`config.mk`:
```
export PLATFORM = sky130hd
export DESIGN_NAME = regfile_wr_ctrl
export DESIGN_NICKNAME = d
export VERILOG_FILES = /design/src/rtl/regfile_wr_ctrl.sv
export SDC_FILE = /design/constraint.sdc
export NUM_CORES = 1
export LEC_CHECK = 0
export BUFFER_PORTS_ARGS = -buffer_cell sky130_fd_sc_hd__buf_2
export CAP_MARGIN = 20
export CORE_UTILIZATION = 53
export CTS_BUF_LIST = sky130_fd_sc_hd__clkbuf_4
export DETAILED_ROUTE_END_ITERATION = 12
export PLACE_DENSITY = 0.82
export SETUP_SLACK_MARGIN = 0.4
export SKIP_CTS_REPAIR_TIMING = 1
export SYNTH_ARGS = -nofsm -noshare
export SYNTH_HDL_FRONTEND = slang
export SYNTH_SLANG_ARGS = --single-unit
```
`constraint.sdc`:
```
create_clock -name clk -period 2.55 [get_ports clk]
set_clock_uncertainty 0.15 [all_clocks]
set_input_delay 0.1275 -clock clk [delete_from_list [all_inputs] [get_ports clk]]
set_output_delay 0.1275 -clock clk [all_outputs]
set_load 0.02 [all_outputs]
```
`src/rtl/regfile_wr_ctrl.sv`:
```
// Write-port arbiter for the register file. The pipeline writeback always
// owns the port when it asks for it; a single long-latency result is parked
// in a one-entry holding buffer and drained on the first free cycle. A
// 32-bit scoreboard tracks destinations whose LU result is still
// outstanding, so decode can stall and issue can avoid WAW hazards. If the
// parked result waits too long, pipe_hold asks the pipeline to leave one
// cycle free.
module regfile_wr_ctrl #(
    parameter int REG_WIDTH = 32,
    parameter int MAX_WAIT  = 4
) (
    input  logic                 clk,
    input  logic                 reset,
    input  logic                 pipe_wr_en,
    input  logic [4:0]           pipe_rd,
    input  logic [REG_WIDTH-1:0] pipe_din,
    input  logic                 issue_valid,
    input  logic [4:0]           issue_rd,
    output logic                 issue_ready,
    input  logic                 lu_valid,
    input  logic [4:0]           lu_rd,
    input  logic [REG_WIDTH-1:0] lu_din,
    output logic                 lu_ready,
    input  logic [4:0]           chk_rs1,
    input  logic [4:0]           chk_rs2,
    input  logic [4:0]           chk_rd,
    output logic                 stall,
    output logic                 pipe_hold,
    output logic                 rf_reg_write,
    output logic [4:0]           rf_rd,
    output logic [REG_WIDTH-1:0] rf_rd_din,
    output logic                 err
);

    typedef enum logic [1:0] {
        EMPTY = 2'd0,
        WAIT  = 2'd1,
        FORCE = 2'd2
    } state_t;

    state_t               state;
    state_t               state_next;
    logic [3:0]           wait_cnt;
    logic [3:0]           wait_cnt_next;
    logic                 err_next;
    logic [31:0]          busy;
    logic [31:0]          busy_next;
    logic [4:0]           buf_rd;
    logic [REG_WIDTH-1:0] buf_din;
    logic                 buf_valid;
    logic                 accept;
    logic                 drain;

    // The buffer is occupied exactly when the FSM is out of EMPTY.
    assign buf_valid   = (state != EMPTY);
    assign lu_ready    = ~buf_valid;
    assign accept      = lu_valid & lu_ready;
    assign drain       = buf_valid & ~pipe_wr_en;
    assign pipe_hold   = (state == FORCE);
    // No bypass: a clear happening this cycle does not free issue yet.
    assign issue_ready = ~busy[issue_rd];
    assign stall       = ((chk_rs1 != 5'd0) & busy[chk_rs1])
                       | ((chk_rs2 != 5'd0) & busy[chk_rs2])
                       | ((chk_rd  != 5'd0) & busy[chk_rd]);

    // Write-port mux: pipeline first, then buffered LU result, else idle zeros.
    always_comb begin
        rf_reg_write = 1'b0;
        rf_rd        = 5'd0;
        rf_rd_din    = '0;
        if (pipe_wr_en) begin
            rf_reg_write = 1'b1;
            rf_rd        = pipe_rd;
            rf_rd_din    = pipe_din;
        end else if (buf_valid) begin
            rf_reg_write = 1'b1;
            rf_rd        = buf_rd;
            rf_rd_din    = buf_din;
        end
    end

    // Scoreboard update: clear on drain, set on accepted issue (x0 never set).
    always_comb begin
        busy_next = busy;
        if (drain) begin
            busy_next[buf_rd] = 1'b0;
        end
        if (issue_valid && issue_ready && (issue_rd != 5'd0)) begin
            busy_next[issue_rd] = 1'b1;
        end
        busy_next[0] = 1'b0;
    end

    // Buffer FSM next state, wait counter and sticky protocol error.
    always_comb begin
        state_next    = state;
        wait_cnt_next = wait_cnt;
        err_next      = err;
        case (state)
            EMPTY: begin
                if (accept) begin
                    state_next    = WAIT;
                    wait_cnt_next = 4'd0;
                end
            end
            WAIT: begin
                if (drain) begin
                    state_next    = EMPTY;
                    wait_cnt_next = 4'd0;
                end else if (wait_cnt == 4'(MAX_WAIT - 1)) begin
                    state_next = FORCE;
                end else if (wait_cnt != 4'hF) begin
                    wait_cnt_next = wait_cnt + 4'd1;
                end
            end
            FORCE: begin
                if (drain) begin
                    state_next    = EMPTY;
                    wait_cnt_next = 4'd0;
                end else begin
                    // Pipeline wrote while told to hold: flag it, keep holding.
                    err_next = 1'b1;
                end
            end
            default: begin
                state_next    = EMPTY;
                wait_cnt_next = 4'd0;
            end
        endcase
    end

    // Control state registers with asynchronous reset.
    always_ff @(posedge clk or posedge reset) begin
        if (reset) begin
            state    <= EMPTY;
            wait_cnt <= 4'd0;
            err      <= 1'b0;
            busy     <= 32'd0;
        end else begin
            state    <= state_next;
            wait_cnt <= wait_cnt_next;
            err      <= err_next;
            busy     <= busy_next;
        end
    end

    // Holding-buffer payload; validity lives in the FSM, so no reset needed.
    always_ff @(posedge clk) begin
        if (accept) begin
            buf_rd  <= lu_rd;
            buf_din <= lu_din;
        end
    end

endmodule

```
# Yosys cells after proc, flatten, opt, wreduce, memory -nomap -nowiden
# Index checks and enable logic that the tools add are counted.
# Widths: inputs -> output; s select.
[word_totals]
regBits = 75
input_bits = 99
output_inout_bits = 43
word_cells = 81
[op_classes]
addsub = 1
magnitude_cmp = 7
eq_ne = 9
n_mux = 31
bitwise_logic = 14
reduce_logical = 13
[op_table]
columns = ["op", "n"]
rows = [
  ["$mux 32", 4],
  ["$and 32x32->32", 1],
  ["$not 32->32", 1],
  ["$or 32x32->32", 1],
  ["$lt 5x6->1 const B", 5],
  ["$bmux 1 s5", 4],
  ["$mux 4", 5],
  ["$reduce_bool 5->1", 4],
  ["$pmux 4 s3", 1],
  ["$demux 1 s5", 2],
  ["$ge 5x1->1 const B", 2],
  ["$mux 5", 2],
  ["$ne 3x3->1 const B", 3],
  ["$mux 1", 8],
  ["$mux 2", 4],
  ["$pmux 2 s3", 1],
  ["$and 1x1->1", 5],
  ["$add 4x1->4 const B", 1],
  ["$eq 4x2->1 const B", 1],
  ["$logic_and 1x1->1", 4],
  ["$ne 4x4->1 const B", 1],
  ["$not 1->1", 4],
  ["$reduce_and 4->1", 1],
  ["$reduce_and 3->1", 1],
  ["other kinds (8)", 9],
]

# Depth between registers and ports, before layout
[logic_depth]
word_depth = 9
depth_mapped = 8
ltp_nobuf = 6

# Worst setup path before layout
# OpenSTA, ideal clock, no wires.
[synth_path]
path_type = "reg2reg"
from = "reg state[0]"
to = "reg buf_din[0], enable pin"
setup_ns = 0.398
arrival_ns = 1.920
required_time_ns = 2.002
slack_ns = 0.083
path_stages_with_launch = 4
path_buffers = 0
period_less_slack_ns = 2.467
path_cell_list = "dfrtp_1 > or2_2 > inv_1 > and2_1"
[synth_between]
elab_chain_cells = 3
[synth_rtl]
columns = ["item", "line_no", "source"]
rows = [
  ["start: declaration", "41", "state_t state;"],
  ["start signal: assignment", "140", "state <= state_next;"],
  ["$reduce_bool 2->1", "55", "assign buf_valid = (state != EMPTY);"],
  ["$not 1->1", "56", "assign lu_ready = ~buf_valid;"],
  ["via lu_ready", "23", "output logic lu_ready,"],
  ["$and 1x1->1", "57", "assign accept = lu_valid & lu_ready;"],
  ["via accept", "51", "logic accept;"],
  ["end signal: assignment", "151", "buf_din <= lu_din;"],
  ["end: declaration", "49", "logic [REG_WIDTH-1:0] buf_din;"],
]
# The timed path passes the listed nets, and every way through them passes these cells.
# A chain may end at the register's enable or synchronous reset.

# Worst setup path after layout
[layout_path]
from = "reg busy[19]"
to = "out issue_ready"
[layout_between]
elab_chain_cells = 3
[layout_rtl]
columns = ["item", "line_no", "source"]
rows = [
  ["start: declaration", "46", "logic [31:0] busy;"],
  ["start signal: assignment", "143", "busy <= busy_next;"],
  ["$bmux 1 s5", "61", "assign issue_ready = ~busy[issue_rd];"],
  ["$mux 1 (not written as such)", "61", ""],
  ["$not 1->1", "61", ""],
  ["end: declaration", "19", "output logic issue_ready,"],
]
# Every way passes these cells. The select of a mux whose other input is x is not followed.

==> impl_metrics.tcl <==
set metrics [dict create \
    outcome "finished, violations left" \
    violations "hold timing" \
    fin_hold_ws_ps -13.1 \
    synth_edf_count 37 \
    firstDrtPassIters 7 \
    ys_warn_count 0 \
    peakVddDrop_uv 606 \
    via_per_inst 6.35 \
    fmax_mhz 410 \
    synth_seq_cells 75 \
    core_sq_um 8300 \
    ff2ff_path_depth 5 \
    seq_area_frac_synth_pct 44.9 \
    crit_end "issue_ready" \
    yosys.cell_types.count 54 \
    route.final.wire_length_microns 14800 \
    min_path_type "input port to flop" \
    r2r-start "busy[28]" \
    cp-end-kind "primary output" \
    setup_violations 0 \
    finalSetupTns_ps 0 \
    async_flop_share_pct 50.7 \
    cts-htree-levels 3 \
    io_pins 142 \
    cap_violations 0 \
    top_layer "met4" \
    fin_crit_ps 2440 \
    crit_type "flop to primary output" \
    crit_path_start_kind "flop" \
    synth_area_leaders "edfxtp_1 (24%), dfrtp_1 (21%), mux4_2 (12%), o21ai_0 (7.8%), nand2_1 (7.2%)" \
    avgSynthCellArea_sq_um 10.2 \
    yosysMostFrequentCell "nand2_1" \
    antenna_found_initial 0 \
    slew-limit-headroom_pct 48.9 \
    clock_path_buffers 2 \
    synth_ff_type "dfrtp_1" \
    period_share_pct 95.6 \
    num_antenna_cells 0 \
    syn_nets 549 \
    synthCells 449 \
    tritoncts_num_sinks 75 \
    clk_latency_ps 400 \
    cp_max_fo 5 \
    groute.usage.overall_pct 30.1 \
    nets 717 \
    rsz0062_at_grt "true" \
    placementRows 33 \
    route.detailed.drc 0 \
    place.gp.congestion 0.990 \
    met1_length_microns 5390 \
    synth_top_area_cell "edfxtp_1" \
    vias 4614 \
    port_buffers 141 \
    root_buffer "clkbuf_4" \
    die_h_microns 95.1 \
    syn_area_sq_um 4600 \
    hold_viol 1 \
    cts_buffers 9 \
    fp.dieArea_sq_um 9050 \
    overflow 0 \
    p_leak_nw 2.53 \
    grt_pass1_wl_microns 20600 \
    clk_pin_slew_ps 130 \
    wire_per_inst_microns 20.3 \
    worstSetupStartpoint "busy[19]" \
    synth.top_cell.area_share_pct 24.2 \
    grt_pass1_vias 4164 \
    start_util_pct 55.4 \
    regToRegSetupSlack_ps 140 \
    crit_required_ps 2270 \
    area_delta_synth_final_pct 29.7 \
    grt_start_max_net_pins 40 \
    critPathArrivalTime_ps 2160 \
    wl_met2_microns 7480 \
    power_density_nw_per_um2 797 \
    synth_common_cells "nand2_1 (88), o21ai_0 (72), dfrtp_1 (38)" \
    die_x_microns 95.1 \
    drive_above_1_share_pct 35.7 \
    fin_util_pct 71.8 \
    drt_iter0_drc 414 \
    ant_nets 0 \
    worst_pin_slew_ps 765 \
    slew_viol_final 0 \
    cts_tree "built" \
    hpwl_microns 9890 \
    routed-wl-met3_microns 1300 \
    timing.rr.end "busy[11]" \
]
how the worst min path moves through the flow:
stage,start,end,slack (ps),cells past startpoint
global route,issue_rd[0],busy[24],10,2
finish,issue_rd[0],busy[24],-10,2
CTS,reset,busy[19],-330,3
detailed placement,reset,busy[19],110,3
floorplan,lu_din[0],buf_din[0],80,0
global placement,reset,busy[9],110,3
flip-flops by register name, summed over array words and instances, names as in the netlist:
| register | count |
|---|---|
| buf_rd | 5 |
| wait_cnt | 4 |
| state | 2 |
| buf_din | 32 |
| busy | 31 |
| err | 1 |
critical path: stages (launching register included):
cell	delay, ps
dfrtp_1	450
mux4_2	550
a22oi_2	340
nor3b_2	250
buf_4	170
per-layer routing:
metal | vias to the layer above | GRT usage (%)
li1 | 2032 | -
met1 | 2189 | 38.7
met2 | 333 | 49.3
met3 | 60 | 5.18
met4 | 0 | 14.8
met5 | - | 0
layout make-up:
class	instances	area, sq um
clock buffer	10	75.1
clock inverter	6	41.3
fill	570	2340
inverter	8	30.0
multi-input combinational	332	2410
sequential	75	2070
tap	105	131
timing repair buffer	191	1200
logic make-up after synthesis:
kind of cell               Yosys count  synth area share [%]
buffers and inverters               42                  3.68
DFF                                 75                  44.9
and+or+nand+nor                    167                  18.3
AOI/OAI and AO/OA                  121                  16.6
xor gates and xnor gates             1                 0.191
muxes                               42                  16.1
adders and majority gates            1                 0.272
power breakdown:
| part | leakage [nW] | switching (W) | total [W] | internal [W] |
|---|---|---|---|---|
| sequential | 0.809 | 0.000452 | 0.00211 | 0.00166 |
| clock | 0.0588 | 0.000442 | 0.000653 | 0.000211 |
| combinational | 1.67 | 0.00108 | 0.00198 | 0.000906 |
per-stage QoR:
step | setup slack [ps] | cell area, sq um | power [W] | std cells
3_3_place_gp | 241 | 5390 | 0.00383 | 672
4_1_cts | -7.59 | 5510 | 0.00456 | 688
3_5_place_dp | 158 | 5390 | 0.00393 | 672
6_report | 113 | 5960 | 0.00475 | 727
2_1_floorplan | 451 | 4600 | 0.00324 | 449
5_1_grt | 23.8 | 5960 | 0.00497 | 727
layout by cell type, fill, tap and decap left out, types with 6 or more instances in the layout:
master	n
buf_2	140
nand2_1	88
o21ai_0	69
dlygate4sd3_1	39
edfxtp_1	37
dfrtp_1	32
mux4_2	25
nor2_1	14
mux2i_1	13
nand3_1	12
clkbuf_4	10
buf_4	10
nand3b_1	9
inv_1	8
o41ai_1	8
o21ai_1	6
a22o_1	6
dfrtp_2	6
Note: power is estimated with default switching activity, not from simulation.
